===== config.mk =====
export PLATFORM = sky130hd
export DESIGN_NAME = ula_arbiter_flat
export DESIGN_NICKNAME = d
export VERILOG_FILES = /design/src/rtl/ula_arbiter_if.sv /design/src/rtl/ula_arbiter.sv /design/src/flat_wrapper.sv
export SDC_FILE = /design/constraint.sdc
export NUM_CORES = 1
export LEC_CHECK = 0
export CELL_PAD_IN_SITES_DETAIL_PLACEMENT = 1
export CELL_PAD_IN_SITES_GLOBAL_PLACEMENT = 1
export CORE_ASPECT_RATIO = 1.75
export CORE_MARGIN = 3
export CORE_UTILIZATION = 29
export DETAILED_ROUTE_END_ITERATION = 7
export PLACE_DENSITY = 0.78
export SYNTH_ARGS = -nofsm -noshare
export SYNTH_HDL_FRONTEND = slang
export SYNTH_SLANG_ARGS = --single-unit

===== constraint.sdc =====
create_clock -name clk -period 3.35 [get_ports clk]
set_input_delay 0.67 -clock clk [delete_from_list [all_inputs] [get_ports clk]]
set_output_delay 0.67 -clock clk [all_outputs]
set_load 0.02 [all_outputs]

===== src/rtl/ula_arbiter_if.sv =====
// Bundle of requester, ULA-side and response signals for ula_arbiter.
// The slave modport is the arbiter's view; the master modport is the surrounding logic.
interface ula_arbiter_if #(
  parameter int bits = 16
);
  logic            req0_valid;
  logic            req0_ready;
  logic [bits-1:0] req0_a;
  logic [bits-1:0] req0_b;
  logic [7:0]      req0_op;

  logic            req1_valid;
  logic            req1_ready;
  logic [bits-1:0] req1_a;
  logic [bits-1:0] req1_b;
  logic [7:0]      req1_op;

  logic [bits-1:0] ula_a;
  logic [bits-1:0] ula_b;
  logic [7:0]      ula_op;
  logic [bits-1:0] ula_resu;
  logic            ula_o;
  logic            ula_c;
  logic            ula_s;
  logic            ula_z;

  logic            resp_valid;
  logic            resp_ready;
  logic            resp_id;
  logic [bits-1:0] resp_data;
  logic [3:0]      resp_flags;
  logic [3:0]      flags;
  logic            busy;
  logic [15:0]     ops_done;

  modport slave (
    input  req0_valid, req0_a, req0_b, req0_op,
    output req0_ready,
    input  req1_valid, req1_a, req1_b, req1_op,
    output req1_ready,
    output ula_a, ula_b, ula_op,
    input  ula_resu, ula_o, ula_c, ula_s, ula_z,
    output resp_valid, resp_id, resp_data, resp_flags,
    input  resp_ready,
    output flags, busy, ops_done
  );

  modport master (
    output req0_valid, req0_a, req0_b, req0_op,
    input  req0_ready,
    output req1_valid, req1_a, req1_b, req1_op,
    input  req1_ready,
    input  ula_a, ula_b, ula_op,
    output ula_resu, ula_o, ula_c, ula_s, ula_z,
    input  resp_valid, resp_id, resp_data, resp_flags,
    output resp_ready,
    input  flags, busy, ops_done
  );
endinterface


===== src/rtl/ula_arbiter.sv =====
// Round-robin sharing of one combinational ULA between two requesters.
// state | meaning: IDLE grant/accept, EXEC ULA settles then capture, RESP hold response until taken
module ula_arbiter #(
  parameter int bits = 16
) (
  input logic         clk,
  input logic         rst,
  ula_arbiter_if.slave bus
);
  localparam logic [1:0] IDLE = 2'b00;
  localparam logic [1:0] EXEC = 2'b01;
  localparam logic [1:0] RESP = 2'b10;

  logic [1:0]      r_state;
  logic            r_last_gnt;
  logic [bits-1:0] r_ula_a;
  logic [bits-1:0] r_ula_b;
  logic [7:0]      r_ula_op;
  logic            r_resp_id;
  logic [bits-1:0] r_resp_data;
  logic [3:0]      r_resp_flags;
  logic [3:0]      r_flags;
  logic [15:0]     r_ops_done;

  logic            w_idle;
  logic            w_gnt;
  logic            w_rdy0;
  logic            w_rdy1;
  logic            w_accept;
  logic [3:0]      w_next_flags;

  // On a tie the requester not granted last wins; r_last_gnt=1 after reset favours req0.
  assign w_idle   = (r_state == IDLE);
  assign w_gnt    = (bus.req0_valid && bus.req1_valid) ? ~r_last_gnt : bus.req1_valid;
  assign w_rdy0   = w_idle && bus.req0_valid && !w_gnt;
  assign w_rdy1   = w_idle && bus.req1_valid && w_gnt;
  assign w_accept = w_rdy0 || w_rdy1;

  // Constant formats (op[7:6] = 01/11) leave the architectural flags untouched.
  assign w_next_flags = r_ula_op[6] ? r_flags : {bus.ula_o, bus.ula_c, bus.ula_s, bus.ula_z};

  always_ff @(posedge clk or posedge rst) begin
    if (rst) begin
      r_state      <= IDLE;
      r_last_gnt   <= 1'b1;
      r_ula_a      <= '0;
      r_ula_b      <= '0;
      r_ula_op     <= '0;
      r_resp_id    <= 1'b0;
      r_resp_data  <= '0;
      r_resp_flags <= '0;
      r_flags      <= '0;
      r_ops_done   <= '0;
    end else begin
      case (r_state)
        IDLE: begin
          if (w_accept) begin
            r_ula_a    <= w_gnt ? bus.req1_a  : bus.req0_a;
            r_ula_b    <= w_gnt ? bus.req1_b  : bus.req0_b;
            r_ula_op   <= w_gnt ? bus.req1_op : bus.req0_op;
            r_resp_id  <= w_gnt;
            r_last_gnt <= w_gnt;
            r_state    <= EXEC;
          end
        end
        EXEC: begin
          r_resp_data  <= bus.ula_resu;
          r_flags      <= w_next_flags;
          r_resp_flags <= w_next_flags;
          r_state      <= RESP;
        end
        RESP: begin
          if (bus.resp_ready) begin
            r_ops_done <= r_ops_done + 16'd1;
            r_state    <= IDLE;
          end
        end
        default: r_state <= IDLE;
      endcase
    end
  end

  assign bus.req0_ready = w_rdy0;
  assign bus.req1_ready = w_rdy1;
  assign bus.ula_a      = r_ula_a;
  assign bus.ula_b      = r_ula_b;
  assign bus.ula_op     = r_ula_op;
  assign bus.resp_valid = (r_state == RESP);
  assign bus.resp_id    = r_resp_id;
  assign bus.resp_data  = r_resp_data;
  assign bus.resp_flags = r_resp_flags;
  assign bus.flags      = r_flags;
  assign bus.busy       = !w_idle;
  assign bus.ops_done   = r_ops_done;
endmodule


===== src/flat_wrapper.sv =====
// flat-port wrapper written by rule: the top's interface ports become plain ports
module ula_arbiter_flat 
#(
  parameter int bits = 16
)
  (clk, rst, bus_req0_valid, bus_req0_a, bus_req0_b, bus_req0_op, bus_req0_ready, bus_req1_valid, bus_req1_a, bus_req1_b, bus_req1_op, bus_req1_ready, bus_ula_a, bus_ula_b, bus_ula_op, bus_ula_resu, bus_ula_o, bus_ula_c, bus_ula_s, bus_ula_z, bus_resp_valid, bus_resp_id, bus_resp_data, bus_resp_flags, bus_resp_ready, bus_flags, bus_busy, bus_ops_done);
  ula_arbiter_if #(.bits(bits)) bus_i ();
  input logic clk;
  input logic rst;
  input wire logic [$bits(bus_i.req0_valid)-1:0] bus_req0_valid;
  input wire logic [$bits(bus_i.req0_a)-1:0] bus_req0_a;
  input wire logic [$bits(bus_i.req0_b)-1:0] bus_req0_b;
  input wire logic [$bits(bus_i.req0_op)-1:0] bus_req0_op;
  output wire logic [$bits(bus_i.req0_ready)-1:0] bus_req0_ready;
  input wire logic [$bits(bus_i.req1_valid)-1:0] bus_req1_valid;
  input wire logic [$bits(bus_i.req1_a)-1:0] bus_req1_a;
  input wire logic [$bits(bus_i.req1_b)-1:0] bus_req1_b;
  input wire logic [$bits(bus_i.req1_op)-1:0] bus_req1_op;
  output wire logic [$bits(bus_i.req1_ready)-1:0] bus_req1_ready;
  output wire logic [$bits(bus_i.ula_a)-1:0] bus_ula_a;
  output wire logic [$bits(bus_i.ula_b)-1:0] bus_ula_b;
  output wire logic [$bits(bus_i.ula_op)-1:0] bus_ula_op;
  input wire logic [$bits(bus_i.ula_resu)-1:0] bus_ula_resu;
  input wire logic [$bits(bus_i.ula_o)-1:0] bus_ula_o;
  input wire logic [$bits(bus_i.ula_c)-1:0] bus_ula_c;
  input wire logic [$bits(bus_i.ula_s)-1:0] bus_ula_s;
  input wire logic [$bits(bus_i.ula_z)-1:0] bus_ula_z;
  output wire logic [$bits(bus_i.resp_valid)-1:0] bus_resp_valid;
  output wire logic [$bits(bus_i.resp_id)-1:0] bus_resp_id;
  output wire logic [$bits(bus_i.resp_data)-1:0] bus_resp_data;
  output wire logic [$bits(bus_i.resp_flags)-1:0] bus_resp_flags;
  input wire logic [$bits(bus_i.resp_ready)-1:0] bus_resp_ready;
  output wire logic [$bits(bus_i.flags)-1:0] bus_flags;
  output wire logic [$bits(bus_i.busy)-1:0] bus_busy;
  output wire logic [$bits(bus_i.ops_done)-1:0] bus_ops_done;
  assign bus_i.req0_valid = bus_req0_valid;
  assign bus_i.req0_a = bus_req0_a;
  assign bus_i.req0_b = bus_req0_b;
  assign bus_i.req0_op = bus_req0_op;
  assign bus_req0_ready = bus_i.req0_ready;
  assign bus_i.req1_valid = bus_req1_valid;
  assign bus_i.req1_a = bus_req1_a;
  assign bus_i.req1_b = bus_req1_b;
  assign bus_i.req1_op = bus_req1_op;
  assign bus_req1_ready = bus_i.req1_ready;
  assign bus_ula_a = bus_i.ula_a;
  assign bus_ula_b = bus_i.ula_b;
  assign bus_ula_op = bus_i.ula_op;
  assign bus_i.ula_resu = bus_ula_resu;
  assign bus_i.ula_o = bus_ula_o;
  assign bus_i.ula_c = bus_ula_c;
  assign bus_i.ula_s = bus_ula_s;
  assign bus_i.ula_z = bus_ula_z;
  assign bus_resp_valid = bus_i.resp_valid;
  assign bus_resp_id = bus_i.resp_id;
  assign bus_resp_data = bus_i.resp_data;
  assign bus_resp_flags = bus_i.resp_flags;
  assign bus_i.resp_ready = bus_resp_ready;
  assign bus_flags = bus_i.flags;
  assign bus_busy = bus_i.busy;
  assign bus_ops_done = bus_i.ops_done;
  ula_arbiter #(.bits(bits)) u_core (.clk(clk), .rst(rst), .bus(bus_i));
endmodule

==> results of run 1 <==
sequential cells by signal (all words and copies together), names as in the netlist:
signal and cells:
u_core.bus.ops_done 16, u_core.bus.resp_data 16, u_core.bus.resp_flags 4, u_core.bus.resp_id 1, u_core.bus.ula_a 16, u_core.bus.ula_b 16, u_core.bus.ula_op 8, u_core.r_last_gnt 1
u_core.r_state 2
cell families after synthesis:
| group | Yosys count | share of synthesized area |
|---|---|---|
| AND/OR/NAND/NOR | 69 | 0.103 |
| buffers and inverters | 25 | 0.0423 |
| multiplexers | 61 | 0.179 |
| adder cells (fa/ha/maj) | 1 | 0.00352 |
| XOR/XNOR | 15 | 0.0412 |
| AO/OA/AOI/OAI | 46 | 0.0673 |
| flip-flops | 80 | 0.564 |
final timing paths:
check | from | cells after the start | to
worst min register to register | u_core.bus.resp_data[8] | 1 | u_core.bus.resp_data[8]
worst max-delay path | bus_req1_valid | 4 | bus_req1_ready
worst max register to register | u_core.r_last_gnt | 4 | u_core.bus.ula_a[11]
max in group asynchronous | rst | 3 | u_core.bus.ops_done[0]
min in group asynchronous | rst | 2 | u_core.bus.ula_op[3]
worst min-delay path | u_core.bus.resp_data[8] | 1 | u_core.bus.resp_data[8]
routing by layer:
| layer | wire length, µm | GRT usage | vias up |
|---|---|---|---|
| met5 | 0 | 0 | - |
| met4 | 224 | 0.0603 | 0 |
| met3 | 575 | 0.0379 | 15 |
| met2 | 6420 | 0.310 | 109 |
| met1 | 3530 | 0.160 | 1432 |
| li1 | - | - | 1378 |
per-stage QoR:
step / util / cell area [µm²] / setup slack, ns / std cells / hold WS [ns]
6_report: 0.501 / 5900 / 0.345 / 646 / 0.492
5_1_grt: 0.501 / 5900 / 0.241 / 646 / 0.517
4_1_cts: 0.501 / 5900 / 0.332 / 646 / 0.494
3_5_place_dp: 0.474 / 5580 / 0.332 / 630 / 0.484
3_3_place_gp: 0.474 / 5580 / 0.363 / 630 / 0.460
2_1_floorplan: - / 3550 / 0.630 / 297 / 0.504
critical path, delay by kind of cell:
kind	cells	cell delay, ns
AO/OA/AOI/OAI	1	0.34
AND/OR/NAND/NOR	1	0.20
buffers and inverters	2	1.12
cell usage after synthesis (2+ instances only):
| library cell | count | share of area |
|---|---|---|
| sky130_fd_sc_hd__and4_1 | 3 | 0.0074 |
| sky130_fd_sc_hd__nand2_1 | 6 | 0.0063 |
| sky130_fd_sc_hd__mux2i_1 | 40 | 0.11 |
| sky130_fd_sc_hd__a21oi_1 | 41 | 0.058 |
| sky130_fd_sc_hd__mux2_2 | 12 | 0.038 |
| sky130_fd_sc_hd__buf_4 | 9 | 0.019 |
| sky130_fd_sc_hd__and3_1 | 2 | 0.0035 |
| sky130_fd_sc_hd__inv_1 | 3 | 0.0032 |
| sky130_fd_sc_hd__nand4_4 | 2 | 0.012 |
| sky130_fd_sc_hd__mux2_1 | 9 | 0.029 |
| sky130_fd_sc_hd__nor2_2 | 2 | 0.0035 |
| sky130_fd_sc_hd__xnor2_2 | 2 | 0.0092 |
| sky130_fd_sc_hd__xnor2_1 | 12 | 0.030 |
| sky130_fd_sc_hd__nand3_1 | 4 | 0.0056 |
| sky130_fd_sc_hd__buf_2 | 12 | 0.017 |
| sky130_fd_sc_hd__nand3_2 | 3 | 0.0085 |
| sky130_fd_sc_hd__nor2_1 | 41 | 0.043 |
| sky130_fd_sc_hd__and2_1 | 2 | 0.0035 |
| sky130_fd_sc_hd__dfrtp_1 | 79 | 0.56 |
power groups by stage:
| stage | Clock [µW] | Combinational (µW) | Sequential (µW) |
|---|---|---|---|
| floorplan | 0 | 872 | 2120 |
| finish | 1050 | 2530 | 1650 |
| global route | 1130 | 2730 | 1710 |
| detailed placement | 0 | 2580 | 1670 |
| global placement | 0 | 2530 | 1640 |
| CTS | 1090 | 2590 | 1660 |
area by class of cell:
cell class              count  area share
repair buffers            193       0.330
well taps                 162      0.0344
inverters                   3     0.00212
flip-flops and latches     80       0.340
clock inverters             5      0.0136
multi-input cells         192       0.239
clock buffers              11      0.0411
==> implementation parameters, run 1 <==
Parameter                              Value

Power
  Power per Cell Area ... 887 nW/µm²
  Cell Int Power ... around 3300 µW
  Reported leakage power ... between 0.002 and 0.0025 µW
  Part of the power in combinational logic ... 0.484
  Net Sw Frac ... 0.371
  Power dissipated by switching net loads ... 1940 µW
  Worst supply voltage drop on vdd ... roughly 0.33 mV
  Sequential fraction of design power ... 0.315
  Portion of total power attributed to the clock network ... 0.201
  Final total power ... about 5200 µW

Yosys
  Proportion of synthesized flip-flops having asynchronous set or reset ... 1.00
  Cell count after synthesis ... slightly below 300
  Syn. warnings ... 0
  Top_reg_cell synth ... sky130_fd_sc_hd__dfrtp_1
  EDFF count, synth ... 0
  Mean cell area of the mapped netlist ... ~12 µm²
  Number of distinct library cell variants in the gate-level netlist after synthesis ... 32
  Nets in the synthesized netlist ... around 400
  Syn Std Cell Area ... 3550 µm²
  Post-synthesis register bit count ... 80
  Post-synthesis sequential area ratio ... 0.564

STA
  Tcrit/Tclk final ... 0.897
  Total count of max-transition violations in the final report ... 0
  Final setup violation count ... 0
  Worst-Margin Slew ... between 0.6 and 0.7 ns
  Setup total negative slack ... 0 ns
  Worst slew slack as a fraction of its limit ... 0.588
  RSZ-0062 raised after global routing ... no
  Max Clock Skew ... ~0.0095 ns
  Fin. Hold Viols ... 0
  Highest Clock Rate ... around 330 MHz
  Time the worst path needs with I/O delays and setup ... about 3 ns

Global route
  Vias in the first global route ... 3209
  Initial antenna violation count ... 0
  Global route overflow ... 0
  Maximum number of pins on one net before global-route repair ... 67
  GRT Total Usage ... 0.163
  Wire length of the first global-routing pass ... 16.8 mm

Setup path
  Setup slack on the worst flop-to-flop path ... ~1.5 ns
  Maximum fanout along the worst path ... 8
  Slowest library cell on the worst path ... sky130_fd_sc_hd__clkdlybuf4s50_1
  Worst Path Arrival ... 2.34 ns
  Type of the worst setup path ... in2out
  Slowest cell delay on critical path ... between 0.6 and 0.7 ns
  Critical path, cell by cell ... clkdlybuf4s50_1 -> a21boi_4 -> and2_1 -> clkdlybuf4s50_1
  Crit path launch type ... primary input
  CP Data Required Time ... approximately 2.7 ns
  Setup crit end kind ... primary output
  Crit path top cell by count ... sky130_fd_sc_hd__clkdlybuf4s50_1

Route
  Vias/cell ... around 4.5
  Vias ... approximately 2900
  Number of DRC violations after detailed-routing iteration 0 ... between 60 and 70
  Iteration count of the initial detailed-routing pass ... 4
  Detailed-route wire length per cell ... around 17 µm
  Total wirelength of the detailed-routed design ... around 11 mm
  DR DRC count ... 0
  Antenna-violating nets left ... 0

Layout
  Sequential Area ... 2000 µm²
  Post-synthesis to final-layout area growth ... 66.1%
  Area of combinational cells with multiple inputs ... approximately 1400 µm²
  Fraction of final layout cells sized beyond drive strength 1 ... 0.0930
  Number of antenna diodes ... 0
  Commonest non-fill, non-tap cell in the layout ... sky130_fd_sc_hd__clkdlybuf4s50_1
  Number of fill cells in the layout ... approximately 1300
  Commonest non-fill, non-tap cells in the layout ... sky130_fd_sc_hd__clkdlybuf4s50_1, sky130_fd_sc_hd__dfrtp_1, sky130_fd_sc_hd__nor2_1, sky130_fd_sc_hd__a21oi_1, sky130_fd_sc_hd__mux2i_1
  Post-layout nets ... approximately 590

Die
  Top-level port count ... 190
  Initial Utilization ... 0.302
  Die Outline Area ... between 10000 and 15000 µm²
  Die height ... 152 µm
  Floorplan core area ... 11800 µm²
  Count of standard-cell rows ... between 50 and 60
  Die extent in x ... about 90 µm

Placement
  Last weighted congestion value of the routability-driven placer ... ~0.72
  Port Buffers ... approximately 190
  HPWL after DPL ... between 8 and 9 mm

Clock network
  H-tree depth ... 3
  Clk_lat worst skew ... roughly 0.33 ns
  Number of gates resized after cts ... 0
  Sinks on the clock net ... 80
  TritonCTS clock tree ... done
  Clock tree root driver cell ... sky130_fd_sc_hd__clkbuf_16
  Total CTS buffers ... 9
  CTS clock-pin slew for the worst setup and hold paths ... roughly 0.060 ns
  Hold bufs inserted after CTS ... 0
  Maximum root-to-sink buffer count ... 2
  Post CTS Setup Buffer Count ... 0

Status
  Run status ... complete, no violations

Worst hold path
  Hold Crit Class ... reg2reg

Flow run
  Number of maximum-capacitance constraint violations ... 0
(Power assumes the default switching activity.)
==> inputs of run 2 (changes only) <==
RECOVER_POWER = 100   (was not set)
SKIP_LAST_GASP = 1   (was not set)
==> implementation parameters, run 2 (synthesized netlist as in run 1, its figures left out) <==
Parameter                              Value

Status
  Run status ... finished with violations (was complete, no violations)
  Failing checks ... capacitance limit, slew limit

Clock network
  Sinks on the clock net ... 80 (unchanged)
  Hold bufs inserted after CTS ... 0 (unchanged)
  Clock tree root driver cell ... sky130_fd_sc_hd__clkbuf_16 (unchanged)
  CTS clock-pin slew for the worst setup and hold paths ... 0.06 ns (about the same)
  H-tree depth ... 3 (unchanged)
  Total CTS buffers ... 9 (unchanged)
  Maximum root-to-sink buffer count ... 2 (unchanged)
  Clk_lat worst skew ... 0.33 ns (about the same)
  TritonCTS clock tree ... done (unchanged)
  Number of gates resized after cts ... 0 (unchanged)
  Post CTS Setup Buffer Count ... 0 (unchanged)

Power
  Cell Int Power ... 3120 µW (was 3290 µW)
  Power per Cell Area ... 863 nW/µm² (was 887 nW/µm²)
  Reported leakage power ... 0.00244 µW (about the same)
  Net Sw Frac ... 0.380 (was 0.371)
  Final total power ... 5030 µW (was 5230 µW)
  Sequential fraction of design power ... 0.323 (was 0.315)
  Portion of total power attributed to the clock network ... 0.209 (was 0.201)
  Power dissipated by switching net loads ... 1910 µW (was 1940 µW)
  Worst supply voltage drop on vdd ... 0.318 mV (was 0.331 mV)
  Part of the power in combinational logic ... 0.468 (was 0.484)

Placement
  Placed cell areas ... 5580 µm² (unchanged)
  HPWL after DPL ... 8.64 mm (unchanged)
  Port Buffers ... 189 (unchanged)
  Last weighted congestion value of the routability-driven placer ... 0.715 (unchanged)

Route
  Vias/cell ... 4.55 (was 4.54)
  Number of DRC violations after detailed-routing iteration 0 ... 52 (was 66)
  DR DRC count ... 0 (unchanged)
  Iteration count of the initial detailed-routing pass ... 6 (was 4)
  Vias ... 2938 (was 2934)
  Total wirelength of the detailed-routed design ... 10.7 mm (was 10.8 mm)
  Detailed-route wire length per cell ... 16.6 µm (about the same)
  Antenna-violating nets left ... 0 (unchanged)

Global route
  Maximum number of pins on one net before global-route repair ... 67 (unchanged)
  Vias in the first global route ... 3209 (unchanged)
  Initial antenna violation count ... 0 (unchanged)
  GRT Total Usage ... 0.163 (unchanged)
  Wire length of the first global-routing pass ... 16.8 mm (unchanged)
  Global route overflow ... 0 (unchanged)

Worst hold path
  Endpoint of the worst hold-timing path ... u_core.bus.resp_data[8] (unchanged)
  WHS Path Cells ... 1 (unchanged)
  Hold Crit Class ... reg2reg (unchanged)
  Min-Delay Startpoint ... u_core.bus.resp_data[8] (unchanged)

STA
  Highest Clock Rate ... 325 MHz (was 333 MHz)
  RSZ-0062 raised after global routing ... no (unchanged)
  Worst slew slack as a fraction of its limit ... -0.0580 (was 0.588)
  Time the worst path needs with I/O delays and setup ... 3.08 ns (was 3.01 ns)
  Worst-Margin Slew ... 1.58 ns (was 0.617 ns)
  Setup total negative slack ... 0 ns (unchanged)
  Max Clock Skew ... 0.00933 ns (was 0.00951 ns)
  Tcrit/Tclk final ... 0.920 (was 0.897)
  Fin. Hold Viols ... 0 (unchanged)
  Total count of max-transition violations in the final report ... 33 (was 0)
  Final setup violation count ... 0 (unchanged)

Layout
  Commonest non-fill, non-tap cell in the layout ... sky130_fd_sc_hd__clkdlybuf4s50_1 (unchanged)
  Fraction of final layout cells sized beyond drive strength 1 ... 0.0744 (was 0.0930)
  Number of antenna diodes ... 0 (unchanged)
  Post-layout nets ... 585 (unchanged)
  Sequential Area ... 2000 µm² (unchanged)
  Commonest non-fill, non-tap cells in the layout ... sky130_fd_sc_hd__clkdlybuf4s50_1, sky130_fd_sc_hd__dlygate4sd3_1, sky130_fd_sc_hd__dfrtp_1 (was sky130_fd_sc_hd__clkdlybuf4s50_1, sky130_fd_sc_hd__dfrtp_1, sky130_fd_sc_hd__nor2_1, sky130_fd_sc_hd__a21oi_1, sky130_fd_sc_hd__mux2i_1)
  Post-layout util ... 0.495 (was 0.501)
  Number of fill cells in the layout ... 1276 (was 1270)
  Post-synthesis to final-layout area growth ... 64.0% (was 66.1%)
  Area of combinational cells with multiple inputs ... 1360 µm² (was 1410 µm²)
  Final instance area ... 5830 µm² (was 5900 µm²)

Setup path
  Type of the worst setup path ... in2out (unchanged)
  Setup slack on the worst flop-to-flop path ... 0.55 ns (was 1.54 ns)
  Worst Path Arrival ... 2.41 ns (was 2.34 ns)
  Setup crit end kind ... primary output (unchanged)
  Worst setup startpoint ... bus_req1_valid (unchanged)
  CP Data Required Time ... 2.68 ns (about the same)
  R2R depth ... 5 (was 4)
  FF-to-FF Start ... u_core.r_state[1] (was u_core.r_last_gnt)
  Reg-to-reg critical path endpoint ... u_core.bus.ula_a[14] (was u_core.bus.ula_a[11])
  Maximum fanout along the worst path ... 8 (unchanged)
  Crit path launch type ... primary input (unchanged)

Die
  Floorplan core area ... 11800 µm² (unchanged)
  Die Outline Area ... 13700 µm² (unchanged)
  Die extent in x ... 89.7 µm (unchanged)
  Die height ... 152 µm (unchanged)
  Count of standard-cell rows ... 52 (unchanged)
  Top-level port count ... 190 (unchanged)
  Initial Utilization ... 0.302 (unchanged)

Flow run
  Number of maximum-capacitance constraint violations ... 1 (was 0)
run 2: changes by cell type in the layout (fill, tap and decap cells not counted), sizes merged:
cell,previous run,this run
dlygate4sd3,0,86
clkdlybuf4s50,189,103
clkinv,2,1
buf,4,1
clkinvlp,2,3
clkbuf,11,14
run 2: critical path, stage by stage:
cell and delay, ns:
sky130_fd_sc_hd__dlygate4sd3_1 0.58, sky130_fd_sc_hd__a21boi_4 0.34, sky130_fd_sc_hd__and2_1 0.20, sky130_fd_sc_hd__clkdlybuf4s50_1 0.61
run 2: worst max path at each step:
stage,slack (ns),endpoint
floorplan,0.63,u_core.bus.ops_done[0]
global placement,0.36,bus_req1_ready
detailed placement,0.33,bus_req1_ready
CTS,0.33,bus_req1_ready
global route,0.17,bus_req1_ready
finish,0.27,bus_req1_ready
run 2: metal layers:
layer  wire (µm)  up-vias  global-route usage
li1            -     1380                   -
met1        3530     1433               0.160
met2        6420      110               0.310
met3         563       15              0.0379
met4         217        0              0.0603
met5           0        -                   0
run 2: stage by stage:
stage | setup WS [ns] | hold slack (ns) | instances
after floorplan | 0.630 | 0.504 | 297
after global placement | 0.363 | 0.460 | 630
after detailed placement | 0.332 | 0.484 | 630
after CTS | 0.332 | 0.494 | 646
after global routing | 0.169 | 0.512 | 646
final | 0.269 | 0.487 | 646
run 2: final cells by class:
| type | instances | share of cell area |
|---|---|---|
| well taps | 162 | 0.0348 |
| multi-input cells | 192 | 0.233 |
| clock inverters | 5 | 0.0137 |
| inverters | 3 | 0.00215 |
| repair buffers | 193 | 0.330 |
| flip-flops and latches | 80 | 0.344 |
| clock buffers | 11 | 0.0417 |
run 2: power by group through the flow:
stage	logic [µW]	clock network, µW	registers, µW
finish	2360	1050	1630
global route	2550	1130	1690
CTS	2590	1090	1660
detailed placement	2580	0	1670
global placement	2530	0	1640
floorplan	872	0	2120
